`config.mk`:
```
export PLATFORM = sky130hd
export DESIGN_NAME = platform_scroller
export DESIGN_NICKNAME = d
export VERILOG_FILES = /design/src/rtl/platform_scroller_pkg.sv /design/src/rtl/platform_scroller_vsync_tick_sync.sv /design/src/rtl/platform_scroller.sv
export SDC_FILE = /design/constraint.sdc
export NUM_CORES = 1
export LEC_CHECK = 0
export CAP_MARGIN = 5
export CORE_MARGIN = 1
export CORE_UTILIZATION = 50
export CTS_BUF_LIST = sky130_fd_sc_hd__clkbuf_16
export CTS_CLUSTER_SIZE = 25
export DETAILED_ROUTE_END_ITERATION = 8
export HOLD_SLACK_MARGIN = 0.08
export PLACE_DENSITY = 0.81
export SLEW_MARGIN = 25
export SYNTH_ARGS = -nofsm -noshare
export SYNTH_HDL_FRONTEND = slang
export SYNTH_HIERARCHICAL = 1
export SYNTH_SLANG_ARGS = --single-unit
```
`constraint.sdc`:
```
create_clock -name clk -period 8.1 [get_ports clk]
set_input_delay 2.025 -clock clk [delete_from_list [all_inputs] [get_ports clk]]
set_output_delay 2.025 -clock clk [all_outputs]
set_load 0.02 [all_outputs]
```
`src/rtl/platform_scroller_pkg.sv`:
```
// Shared definitions for the platform scroller and the VGA stage that consumes
// its band: active-area height, row-position width, FSM state encodings and
// a helper that computes the clipped band end row.
package platform_defs;
    localparam int V_ACTIVE_LINES = 480;
    localparam int POS_W          = 10;

    typedef enum logic [1:0] {
        IDLE   = 2'd0,
        SCROLL = 2'd1,
        DONE   = 2'd2
    } state_t;

    // Exclusive bottom row of the band. The band is clipped at the bottom of
    // the active area and never wraps, so end >= start always holds.
    function automatic logic [POS_W-1:0] band_end(input logic [POS_W-1:0] p,
                                                  input logic [POS_W:0]   thick,
                                                  input logic [POS_W:0]   vact);
        logic [POS_W:0] s;
        s = {1'b0, p} + thick;
        return (s > vact) ? vact[POS_W-1:0] : s[POS_W-1:0];
    endfunction
endpackage

```
`src/rtl/platform_scroller_vsync_tick_sync.sv`:
```
// vsync_tick_sync: brings an asynchronous active-low vsync into the clk domain
// through a 2-flop synchronizer and emits a registered one-cycle tick on its
// falling edge. The tick rises 3 clk edges after vsync falls at the input.
// Ports: clk, reset (async active-low), vsync (async, active-low), tick.
module vsync_tick_sync (
    input  logic clk,
    input  logic reset,
    input  logic vsync,
    output logic tick
);
    logic s1, s2, s3;

    // Sync flops reset high (vsync idle level) so reset release alone does
    // not look like a falling edge.
    always_ff @(posedge clk or negedge reset) begin
        if (!reset) begin
            s1   <= 1'b1;
            s2   <= 1'b1;
            s3   <= 1'b1;
            tick <= 1'b0;
        end else begin
            s1   <= vsync;
            s2   <= s1;
            s3   <= s2;
            tick <= s3 & ~s2;
        end
    end
endmodule

```
`src/rtl/platform_scroller.sv`:
```
// platform_scroller: produces the [plataform_start, plataform_end) row band
// painted red by the VGA stage. A scroll_req moves the band down SCROLL_DIST
// rows, at most STEP_PX rows per frame, paced by the vsync falling edge so
// updates land in vertical blanking. The top row wraps modulo V_ACTIVE; the
// bottom row is clipped to V_ACTIVE.
// Ports: clk, reset (async active-low), vsync (async, active-low),
//   scroll_req (1-cycle pulse), plataform_start/plataform_end (10 bits),
//   busy (scroll in progress), scroll_done (1-cycle completion pulse).
// Optional: PLATFORM_REQ_QUEUE_EN adds a 1-deep pending request flag so a
//   request arriving while busy starts another scroll right after DONE.
module platform_scroller
    import platform_defs::*;
#(
    parameter int V_ACTIVE    = V_ACTIVE_LINES,
    parameter int INIT_POS    = 400,
    parameter int THICKNESS   = 16,
    parameter int STEP_PX     = 4,
    parameter int SCROLL_DIST = 64
) (
    input  logic             clk,
    input  logic             reset,
    input  logic             vsync,
    input  logic             scroll_req,
    output logic [POS_W-1:0] plataform_start,
    output logic [POS_W-1:0] plataform_end,
    output logic             busy,
    output logic             scroll_done
);
    localparam int RW = 16;

    state_t           state, state_n;
    logic             tick;
    logic [POS_W-1:0] pos, pos_wrap, band_e;
    logic [RW-1:0]    remaining, step, rem_next;
    logic [POS_W:0]   npos;
    logic             load, do_step;

    vsync_tick_sync u_tick (
        .clk   (clk),
        .reset (reset),
        .vsync (vsync),
        .tick  (tick)
    );

    // Step arithmetic; npos is one bit wider so pos+step cannot overflow
    // before the wrap compare.
    always_comb begin
        step     = (remaining > RW'(STEP_PX)) ? RW'(STEP_PX) : remaining;
        rem_next = remaining - step;
        npos     = {1'b0, pos} + (POS_W+1)'(step);
        pos_wrap = (npos >= (POS_W+1)'(V_ACTIVE)) ?
                   POS_W'(npos - (POS_W+1)'(V_ACTIVE)) : POS_W'(npos);
        band_e   = band_end(pos_wrap, (POS_W+1)'(THICKNESS), (POS_W+1)'(V_ACTIVE));
    end

`ifdef PLATFORM_REQ_QUEUE_EN
    logic pending, pend_set, pend_clr;
`endif

    always_comb begin
        state_n     = state;
        busy        = 1'b0;
        scroll_done = 1'b0;
        load        = 1'b0;
        do_step     = 1'b0;
`ifdef PLATFORM_REQ_QUEUE_EN
        pend_set    = 1'b0;
        pend_clr    = 1'b0;
`endif
        case (state)
            IDLE: begin
                // A tick coinciding with the accept is ignored on purpose.
                if (scroll_req) begin
                    load    = 1'b1;
                    state_n = SCROLL;
                end
            end
            SCROLL: begin
                busy = 1'b1;
`ifdef PLATFORM_REQ_QUEUE_EN
                pend_set = scroll_req;
`endif
                if (tick) begin
                    do_step = 1'b1;
                    if (rem_next == '0)
                        state_n = DONE;
                end
            end
            DONE: begin
                scroll_done = 1'b1;
                state_n     = IDLE;
`ifdef PLATFORM_REQ_QUEUE_EN
                // A request landing in DONE coalesces with the pending one.
                if (pending || scroll_req) begin
                    load     = 1'b1;
                    pend_clr = 1'b1;
                    state_n  = SCROLL;
                end
`endif
            end
            default: state_n = IDLE;
        endcase
    end

    always_ff @(posedge clk or negedge reset) begin
        if (!reset) begin
            state           <= IDLE;
            remaining       <= '0;
            pos             <= POS_W'(INIT_POS);
            plataform_start <= POS_W'(INIT_POS);
            plataform_end   <= band_end(POS_W'(INIT_POS), (POS_W+1)'(THICKNESS),
                                        (POS_W+1)'(V_ACTIVE));
        end else begin
            state <= state_n;
            if (load)
                remaining <= RW'(SCROLL_DIST);
            else if (do_step)
                remaining <= rem_next;
            if (do_step) begin
                pos             <= pos_wrap;
                plataform_start <= pos_wrap;
                plataform_end   <= band_e;
            end
        end
    end

`ifdef PLATFORM_REQ_QUEUE_EN
    always_ff @(posedge clk or negedge reset) begin
        if (!reset)
            pending <= 1'b0;
        else if (pend_clr)
            pending <= 1'b0;
        else if (pend_set)
            pending <= 1'b1;
    end
`endif
endmodule
```
Word-level counts from Yosys, hierarchy flattened
Cells that the tools add are included.
{"block": "word_totals", "register_bits": 42, "inputBits": 4, "out_inout_bits": 22, "elab_cells": 41}
{"block": "op_classes", "addsub": 4, "magnitude_cmp": 3, "n_eq_ne": 5, "n_mux": 15, "bitwise_logic": 2, "n_reduce_logical": 4}
{"op": "16-bit 2-to-1 mux", "count": 3}
{"op": "10-bit 2-to-1 mux", "count": 2}
{"op": "16-bit by 3-bit greater-than comparator with 1-bit output (second input constant)", "count": 1}
{"op": "16-bit zero test", "count": 1}
{"op": "16-bit subtractor", "count": 1}
{"op": "10-bit by 11-bit adder with 11-bit output", "count": 1}
{"op": "10-bit by 5-bit adder with 11-bit output (second input constant)", "count": 1}
{"op": "11-bit by 9-bit greater-or-equal comparator with 1-bit output (second input constant)", "count": 1}
{"op": "11-bit by 9-bit greater-than comparator with 1-bit output (second input constant)", "count": 1}
{"op": "10-bit by 9-bit subtractor with 10-bit output (second input constant)", "count": 1}
{"op": "1-bit 2-to-1 mux", "count": 6}
{"op": "2-bit 2-to-1 mux", "count": 3}
{"op": "2-bit != test (second input constant)", "count": 2}
{"op": "2-bit one-hot mux with 2 select lines", "count": 1}
{"op": "3-bit AND reduction", "count": 1}
{"op": "2-bit by 1-bit equality test with 1-bit output (second input constant)", "count": 1}
{"op": "2-bit equality test (second input constant)", "count": 1}
{"op": "2-bit zero test", "count": 1}
{"op": "2-bit by 1-bit != test with 1-bit output (second input constant)", "count": 1}
{"op": "2-bit nonzero test", "count": 1}
{"op": "1-bit bitwise AND", "count": 1}
{"op": "1-bit NOT", "count": 1}

Logic depth before layout (Yosys ltp)
Gate-level depths: netlist (run 1).
{"block": "depth", "ltp_word": 8, "depth_mapped": 22, "depth_no_buf": 21}

Hierarchy
Netlist (run 1), hierarchy kept.
{"module": "platform_scroller", "n_inst": 1, "cells_each": 307, "area_per_inst_um2": 2671.3, "seq_area_each_um2": 958.4}
{"module": "vsync_tick_sync", "n_inst": 1, "cells_each": 5, "area_per_inst_um2": 117.6, "seq_area_each_um2": 103.8}

Worst setup path after synthesis (run 1)
Ideal clock, no wire load.
{"block": "synth_timing", "kind": "flip-flop to flip-flop", "startpoint": "register remaining[12]", "endpoint": "register plataform_end[0]", "setup_time_ns": 0.095, "arrival_ns": 4.497, "slack_ns": 3.508, "path_stages_with_launch": 21, "cell_sequence": "dfrtp_1 -> or4_1 -> nor2b_1 -> and3_1 -> and2_1 -> ha_1 -> inv_1 -> fa_1 -> nand2b_1 -> a21boi_1 -> nor2_1 -> xnor2_1 -> ha_1 -> a31o_1 -> nor2_1 -> xor2_1 -> inv_1 -> ha_1 -> a311oi_1 -> mux2i_4 -> o31ai_1"}
{"block": "synth_via", "elab_chain_cells": 8, "word_cells_on_any_way": 9}
{"element": "from (decl)", "line_no": "platform_scroller.sv:34", "text": "logic [RW-1:0] remaining, step, rem_next;"}
{"element": "from (signal assigned)", "line_no": "platform_scroller.sv:116", "text": "remaining <= RW'(SCROLL_DIST);"}
{"element": "from (signal assigned)", "line_no": "platform_scroller.sv:118", "text": "remaining <= rem_next;"}
{"element": "16-bit by 3-bit greater-than comparator with 1-bit output *", "line_no": "platform_scroller.sv:48", "text": "step = (remaining > RW'(STEP_PX)) ? RW'(STEP_PX) : remaining;"}
{"element": "16-bit 2-to-1 mux *", "line_no": "platform_scroller.sv:48"}
{"element": "10-bit by 11-bit adder with 11-bit output *", "line_no": "platform_scroller.sv:50", "text": "npos = {1'b0, pos} + (POS_W+1)'(step);"}
{"element": "10-bit by 9-bit subtractor with 10-bit output or 11-bit by 9-bit greater-or-equal comparator with 1-bit output (tied branches)", "line_no": "platform_scroller.sv:52, platform_scroller.sv:51"}
{"element": "10-bit 2-to-1 mux *", "line_no": "platform_scroller.sv:51", "text": "pos_wrap = (npos >= (POS_W+1)'(V_ACTIVE)) ?"}
{"element": "via pos_wrap[5]", "line_no": "platform_scroller.sv:33", "text": "logic [POS_W-1:0] pos, pos_wrap, band_e;"}
{"element": "10-bit by 5-bit adder with 11-bit output *", "line_no": "platform_scroller_pkg.sv:20", "text": "s = {1'b0, p} + thick;"}
{"element": "11-bit by 9-bit greater-than comparator with 1-bit output *", "line_no": "platform_scroller_pkg.sv:21", "text": "return (s > vact) ? vact[POS_W-1:0] : s[POS_W-1:0];"}
{"element": "10-bit 2-to-1 mux *", "line_no": "platform_scroller_pkg.sv:21"}
{"element": "to (signal assigned)", "line_no": "platform_scroller.sv:111", "text": "plataform_end <= band_end(POS_W'(INIT_POS), (POS_W+1)'(THICKNESS),"}
{"element": "to (signal assigned)", "line_no": "platform_scroller.sv:122", "text": "plataform_end <= band_e;"}
{"element": "to (decl)", "line_no": "platform_scroller.sv:25", "text": "output logic [POS_W-1:0] plataform_end,"}
Mark *: on every way through the listed nets, which the timed path passes. The rest lies on a longest branch.
A chain may end at the register's enable or synchronous reset.

Worst setup path in the final report (run 1)
{"block": "layout_timing", "startpoint": "register remaining[11]", "endpoint": "register plataform_end[0]"}
Same word-level chain as after synthesis.

==> results of run 1 <==
-- through the flow --
step	power, mW	instances	instance area, um^2	util, %
finish	1.59	409	3280	62.7
global route	1.70	409	3280	62.7
CTS	1.57	409	3280	62.5
detailed placement	1.32	401	3110	59.3
global placement	1.30	401	3110	59.3
floorplan	1.08	318	2810	-
-- worst paths after layout --
| path | from | to | slack (ps) | cells after the start |
|---|---|---|---|---|
| hold reg to reg | u_tick/s1$_DFF_PN1_ | u_tick/s2$_DFF_PN1_ | 360 | 0 |
| max in group asynchronous | reset | plataform_end[8]$_DFFE_PN1P_ | 6000 | 1 |
| setup reg to reg | remaining[11]$_DFFE_PN0P_ | plataform_end[0]$_DFFE_PN0P_ | 2830 | 19 |
| min in group asynchronous | reset | pos[5]$_DFFE_PN0P_ | 1710 | 1 |
| setup / recovery | remaining[11]$_DFFE_PN0P_ | plataform_end[0]$_DFFE_PN0P_ | 2830 | 19 |
| hold / removal | u_tick/s1$_DFF_PN1_ | u_tick/s2$_DFF_PN1_ | 360 | 0 |
-- kinds of logic (layout without fill, tap and decap cells) --
family,Yosys count,after routing,share of synthesized area [%]
fa+ha+maj,15,15,7.00
buf+inv,26,47,3.54
xor+xnor,14,14,4.67
simple gates,116,116,21.5
flops,42,42,38.1
compound gates,95,95,23.7
mux,2,2,1.17
other cells,2,8,0.269
-- worst register-to-register path, delay by kind of cell, from the launching register on --
kind / cells / cell delay [ps]
mux: 1 / 190
buf+inv: 2 / 130
fa+ha+maj: 3 / 740
xor+xnor: 1 / 260
flops: 1 / 420
compound gates: 5 / 1340
simple gates: 7 / 2080
-- cell type report --
class,count,area (um^2)
Fill cell,432,1960
Multi-Input combinational cell,250,1650
Sequential cell,42,1060
Timing Repair Buffer,27,263
Clock buffer,5,125
Tap cell,70,87.6
Clock inverter,3,45.0
Inverter,12,45.0
-- power groups by stage --
stage	Clock, mW	Combinational, mW	Sequential, mW
after floorplan	0	0.718	0.367
after global placement	0	0.947	0.351
after detailed placement	0	0.970	0.352
after CTS	0.235	0.985	0.350
after global routing	0.243	1.10	0.361
final	0.234	1.01	0.351
-- metal layers --
metal | wire length, um | track usage [%] | share of wire, % | vias up
met5 | 0 | 0 | 0 | -
met4 | 122 | 9.04 | 1.9 | 0
met3 | 385 | 4.76 | 6.0 | 10
met2 | 2910 | 36.3 | 45 | 82
met1 | 3030 | 33.7 | 47 | 1189
li1 | - | - | - | 1186
-- Yosys cell counts, drive strengths merged (2+ instances only) --
cell type  count  area (um^2)
nor4           9         77.6
nor2          25         93.8
and3           2         17.5
a31oi          6         37.5
and2           3         18.8
o22a           4         35.0
nor3           8         40.0
clkbuf        13         48.8
nand2b         4         25.0
dfstp          9          236
a21boi         3         22.5
dfrtp         33          826
o21ai         30          150
ha            14          175
xnor2          7         68.8
a211oi         5         42.5
or3            2         12.5
o21a           2         15.0
o211a          2         20.0
nand2         38          143
xor2           7         61.3
conb           2         7.51
nand3b         3         22.5
inv           12         45.0
a31o           2         17.5
a22o           3         26.3
a21oi          9         48.8
nand4          2         12.5
nand3          8         40.0
a21o           3         22.5
o31ai         11         82.6
mux2i          2         32.5
o211ai         3         22.5
a311oi         2         17.5
nor2b          6         45.0
-- state kept, by name, summed over array words and instances, names as in the netlist --
name	cells
u_tick/s2	1
state	2
plataform_end	10
u_tick/tick	1
u_tick/s3	1
remaining	16
pos	10
u_tick/s1	1
==> results, run 1 <==
- The post-synthesis instance area is about 0.0028 mm^2.
- The pre-CTS setup slack is ~2900 ps.
- The first detailed-routing pass took 5 iterations.
- The post-cts resize count is 0.
- The die outline width is 76.7 um.
- The overflow left after global routing is 0.
- The clock passes through at most 2 buffers.
- In this run the remaining antenna-violating nets after routing total 0.
- The routed wirelength normalized by instance count is about 16 um.
- The clock network fraction of design power is between 10 and 15%.
- The largest vdd supply drop is between 200 and 250 uV.
- Net switching is 48.3% of the power.
- The nature of the critical path endpoint is a register.
- On the critical path the largest part of the delay comes from simple AND/OR/NAND/NOR gates.
- The cell internal power dissipation is slightly above 0.8 mW.
- The total vias in the final route is between 2k and 2.5k.
- The fraction of synthesis flops using an asynchronous set or reset pin is between 90% and 100%.
- The worst path uses approximately two thirds of the clock period.
- The leakage component of the power is between 1 and 1.5 nW.
- In this run, CTS created clock tree buffers numbering 5.
- For the pin with the worst max-slew slack, the measured transition is between 700 and 800 ps.
- After detailed routing, the number of vias per cell comes to about 6.
- The number of top-level design ports is 26.
- The growth of design area from synthesis to finish is 17.7%.
- Setup violations remaining at the end of the flow were counted as 0.
- The starting density of the core is a little over half.
- Entering global routing, the biggest net connects 43 pins.
- The clock root buffer is sky130_fd_sc_hd__clkbuf_16.
- The count of antenna diodes in the layout is 0.
- The final hold violation count is 0.
- The top achievable clock speed is between 150 and 200 MHz.
- For this run, the number of Yosys warnings is 6.
- The worst hold path belongs to the class register to register.
- The placer congestion estimate is ~0.95.
- The worst path meets setup with around 2800 ps of slack.
- At the worst endpoint, the arrival time is roughly 5500 ps.
- The library cells used most frequently in the layout, excluding fill and tap cells, are sky130_fd_sc_hd__nand2_1, sky130_fd_sc_hd__dfrtp_1, sky130_fd_sc_hd__o21ai_0.
- The worst relative slew slack is 46.8%.
- In the routed design, unresolved DRC markers number 0.
- The CTS tree is built.
- The number of standard cells after synthesis is roughly 310.
- Counting distinct cell types in the post-synthesis netlist gives 64.
- The routed design could run at a clock period as short as approximately 5300 ps.
- Of the cells placed in the final design, the portion with a size suffix greater than 1 is between 10% and 20%.
- The via count of the first global-routing pass is between 2k and 2.5k.
- The max-slew violation total from the final report was 0.
- The number of antenna violations at the first check in global routing is 0.
- The register bit count reported by yosys is 42.
- Setup repair after global routing left no endpoint under its margin.
- In this run the worst path has a maximum fanout of 9.
- Global routing consumed, over all layers together, a little under a quarter of the routing resources.
- The number of enable flip-flop cells after synthesis is 0.
- After clock tree synthesis, the clock-pin slew on the worst setup and hold paths is 60 ps.
- The clock net in this run drives a total of 42 sinks.
- The number of max-cap violations is 0.
- The count of buffers added on input and output ports is 25.
- For this block, the routed nets add up to around 6.4 mm of wire.
- The switching power is slightly below 0.8 mW.
- After synthesis, the mean cell area works out to ~9 um^2.
- The largest single stage delay on the critical path is 570 ps.
- Detailed placement ended at an HPWL of 4.51 mm.
- Traced cell by cell, the critical path runs through or4_1 -> nor2b_1 -> and3_1 -> and2_1 -> ha_1 -> inv_1 -> fa_1 -> nand2b_1 -> a21bo_2 -> a211oi_1 -> a311oi_1 -> nor4_2 -> nor2_1 -> xor2_1 -> inv_1 -> ha_1 -> a311oi_1 -> mux2i_4 -> o31ai_1.
- The primary flip-flop cell chosen by synthesis mapping is sky130_fd_sc_hd__dfrtp_1.
- The cell with the largest stage delay on the worst path is sky130_fd_sc_hd__or4_1.
- Buffers added to address setup during post-CTS repair amount to 0.
- Counting both buffers and inverters, the worst setup path holds a total of 2.
- The die covers 0.00588 mm^2.
- The critical path is of the register to register type.
- The combinational share of power is between 60% and 70%.
- The die outline height is around 77 um.
- Power spread over the standard cell area amounts to a little under 500 mW/mm^2.
- For the worst-skew pair, the clock arrives at the later sink with an insertion delay of 290 ps.
- The part of the Yosys area used for sequential elements is about two fifths.
- Clock skew on the completed layout was measured at 8.40 ps.
- Setup total negative slack on the finished layout was measured at 0 ps.
- The CTS H-tree depth is 2.
- The global-route wire length before repair is around 11 mm.
- The flow ran to the end, and the final reports show no timing, DRC or antenna violations.
- At the worst endpoint, the required time is between 8000 and 9000 ps.
- Hold is met by 358 ps.
- The sequential share of power is a little over a fifth.
- The initialized floorplan defines 26 standard-cell rows.
- The first-iteration detailed-routing DRC count is between 200 and 250.
- The count of nets after finishing is ~360.
- The count of hold-fix buffers inserted at cts is 0.
- The most common library cell in the layout ignoring fill and taps is sky130_fd_sc_hd__nand2_1.
- The startpoint kind of the worst setup timing path is a register.
- The core region is 0.00524 mm^2.
Power figures use the tool's default switching activity.
==> run 2: changes to the inputs <==
PLACE_DENSITY = 0.84   (was 0.81)
clock period = 4.5 ns   (was 8.1 ns; I/O delays follow)
==> results, run 2 (synthesized netlist as in run 1, its figures left out) <==
- The source-to-sink clock delay at the later pin of the worst-skew pair is 290 ps (about the same).
- The row count is 26 (unchanged).
- The register area is 0.00106 mm^2 (unchanged).
- The post-route cell area is 0.00378 mm^2 (was 0.00328 mm^2).
- The worst path required time was 4690 ps (was 8290 ps).
- The total vias in the final route is 2875 (was 2467).
- The number of max-cap violations is 0 (unchanged).
- The source of the worst register-to-register timing path is remaining[10]$_DFFE_PN0P_ (was remaining[11]$_DFFE_PN0P_).
- The critical path data arrival time is 5020 ps (was 5460 ps).
- The capture point of the worst reg-to-reg path is plataform_end[2]$_DFFE_PN0P_ (was plataform_end[0]$_DFFE_PN0P_).
- The routed wirelength normalized by instance count is 19.1 um (was 15.8 um).
- The clock-pin slew on the worst setup and hold paths is 70 ps (was 60 ps).
- The transition time of the tightest slew-check pin was 631 ps (was 777 ps).
- The final hold violation count was 0 (unchanged).
- The total number of clock tree sinks was 42 (unchanged).
- The starting density of the core is 53.2% (unchanged).
- The first-iteration detailed-routing DRC count is 290 (was 219).
- The max-slew violation total from the final report is 0 (unchanged).
- The filler cell count is 328 (was 432).
- The post-route antenna net violation count is 0 (unchanged).
- The share of layout cells above drive strength 1 is 27.2% (was 10.0%).
- The setup TNS came to -2250 ps (was 0 ps).
- The total CTS buffers is 5 (unchanged).
- The die footprint is 0.00588 mm^2 (unchanged).
- The count of hold-fix buffers inserted at cts is 0 (unchanged).
- The CTS tree was built (unchanged).
- The final period demand of the worst path is 4830 ps (was 5270 ps).
- The via-per-instance ratio came to 6.36 (was 6.03).
- The die outline height is 76.7 um (unchanged).
- The final critical-path share of the clock period came to 107% (was 65.1%).
- The CTS H-tree depth is 2 (unchanged).
- The largest net degree at the start of global routing is 43 (unchanged).
- The number of antenna violations at the first check in global routing was 0 (unchanged).
- The die outline width is 76.7 um (unchanged).
- The worst slack on hold paths is 363 ps (was 358 ps).
- The largest register by flop count is remaining (unchanged).
- The overflow left after global routing is 0 (unchanged).
- The setup slack after layout is -334 ps (was 2830 ps).
- The largest clock skew in the final design was 10.6 ps (was 8.40 ps).
- Regs by FF count: remaining: 16 flops, plataform_end: 10 flops, pos: 10 flops (unchanged).
- Commonest non-fill, non-tap cells in the layout: sky130_fd_sc_hd__buf_4, sky130_fd_sc_hd__nand2_1, sky130_fd_sc_hd__dfrtp_1 (was sky130_fd_sc_hd__nand2_1, sky130_fd_sc_hd__dfrtp_1, sky130_fd_sc_hd__o21ai_0).
- Result of the run: finished with violations (was finished, final reports clean).
- The growth of design area from synthesis to finish was 35.6% (was 17.7%).
- The biggest fanout along the worst timing path is 5 (was 9).
- The final setup violation count is 9 (was 0).
- The placed wire-length estimate after detailed placement is 5.12 mm (was 4.51 mm).
- The kind of critical path was register to register (unchanged).
- The placer congestion estimate is 0.899 (was 0.954).
- The nature of the critical path endpoint is a register (unchanged).
- The total iterations of the first detailed-routing run is 5 (unchanged).
- The worst hold endpoint is u_tick/s2$_DFF_PN1_ (unchanged).
- Setup repair after global routing missed its margin: true (was false).
- The number of top-level design ports is 26 (unchanged).
- The global-route wire length before repair is 12.6 mm (was 11.1 mm).
- The wire length reported by the detailed router is 8.64 mm (was 6.44 mm).
- The most common library cell in the layout ignoring fill and taps is sky130_fd_sc_hd__buf_4 (was sky130_fd_sc_hd__nand2_1).
- The area of combinational cells with multiple inputs was 0.00186 mm^2 (was 0.00165 mm^2).
- The deepest clock path buffer count was 2 (unchanged).
- The flip-flop count of the largest register, all copies and words added is 16 (unchanged).
- The cell depth of the worst flop-to-flop path is 19 (unchanged).
- The pre-CTS setup slack came to -108 ps (was 2940 ps).
- The number of cells traversed by the worst hold path came to 0 (unchanged).
- The worst relative slew slack is 56.9% (was 46.8%).
- The quantity of I/O buffers inserted on ports was 25 (unchanged).
- The DRC violation count after routing is 0 (unchanged).
- The final reports fail on setup timing.
- The hold path startpoint is u_tick/s1$_DFF_PN1_ (unchanged).
- The count of antenna diodes in the layout is 0 (unchanged).
- The count of nets after finishing came to 400 (was 357).
- The type of the tightest min-delay check is register to register (unchanged).
- The instance area at placement came to 0.00330 mm^2 (was 0.00311 mm^2).
- The global-route usage over all layers came to 27.0% (was 24.0%).
- The startpoint kind of the worst setup timing path is a register (unchanged).
- The clock root buffer was sky130_fd_sc_hd__clkbuf_16 (unchanged).
- The top achievable clock speed is 207 MHz (was 190 MHz).
- The worst-case register-to-register setup slack is -330 ps (was 2830 ps).
- The core box area is 0.00524 mm^2 (unchanged).
- The via count of the first global-routing pass is 2622 (was 2244).
run 2: routing by layer:
layer | share of wire, % | global-route usage (%) | vias to the layer above
met2 | 49 | 44.5 | 186
met3 | 8.4 | 4.76 | 39
li1 | - | - | 1276
met5 | 0 | 0 | -
met4 | 2.8 | 11.2 | 0
met1 | 40 | 35.0 | 1374
run 2: worst max-delay path by stage:
| stage | from | endpoint | slack, ps | cells past startpoint |
|---|---|---|---|---|
| after floorplan | remaining[12]$_DFFE_PN0P_ | plataform_end[4]$_DFFE_PN0P_ | 10 | 20 |
| after global placement | remaining[12]$_DFFE_PN0P_ | plataform_end[2]$_DFFE_PN0P_ | 30 | 20 |
| after detailed placement | remaining[12]$_DFFE_PN0P_ | plataform_end[1]$_DFFE_PN0P_ | -110 | 19 |
| after CTS | remaining[9]$_DFFE_PN0P_ | plataform_end[1]$_DFFE_PN0P_ | -20 | 19 |
| after global routing | remaining[14]$_DFFE_PN0P_ | plataform_end[3]$_DFFE_PN0P_ | -420 | 19 |
| final | remaining[10]$_DFFE_PN0P_ | plataform_end[2]$_DFFE_PN0P_ | -330 | 19 |
run 2: per-stage QoR:
stage	util, %	cells
after floorplan	-	318
after global placement	63.0	426
after detailed placement	63.0	426
after CTS	68.2	442
after global routing	72.2	452
final	72.2	452
run 2: cell type report:
class	count	area share, %
clock buffers	5	3.31
flip-flops and latches	42	28.1
inverters	12	1.32
clock inverters	3	0.463
multi-input cells	251	49.2
well taps	70	2.32
repair buffers	69	15.3
run 2: critical path, stage by stage, from the launching register on:
cell,delay [ps]
sky130_fd_sc_hd__dfrtp_1,380
sky130_fd_sc_hd__or4_4,560
sky130_fd_sc_hd__nor2b_2,180
sky130_fd_sc_hd__and3_4,240
sky130_fd_sc_hd__nand2_4,60
sky130_fd_sc_hd__inv_4,70
sky130_fd_sc_hd__ha_4,180
sky130_fd_sc_hd__a211o_1,300
sky130_fd_sc_hd__a221o_1,400
sky130_fd_sc_hd__o22ai_2,280
sky130_fd_sc_hd__xnor2_1,210
sky130_fd_sc_hd__a31o_1,270
sky130_fd_sc_hd__nor2_1,150
sky130_fd_sc_hd__xor2_1,310
sky130_fd_sc_hd__inv_1,160
sky130_fd_sc_hd__ha_4,200
sky130_fd_sc_hd__a311oi_2,180
sky130_fd_sc_hd__buf_4,170
sky130_fd_sc_hd__mux2i_4,100
sky130_fd_sc_hd__o31ai_2,300
run 2: what timing repair did:
item                       4_1_cts  5_1_grt
setup endpoints to repair        9        9
gates resized for setup         13       25
pin swaps                       10       26
cloned                           1        0
buffers inserted                 7       11
Power of run 2 is not shown: default switching activity piles up to over one toggle a cycle in this logic, so the estimate is an artifact.
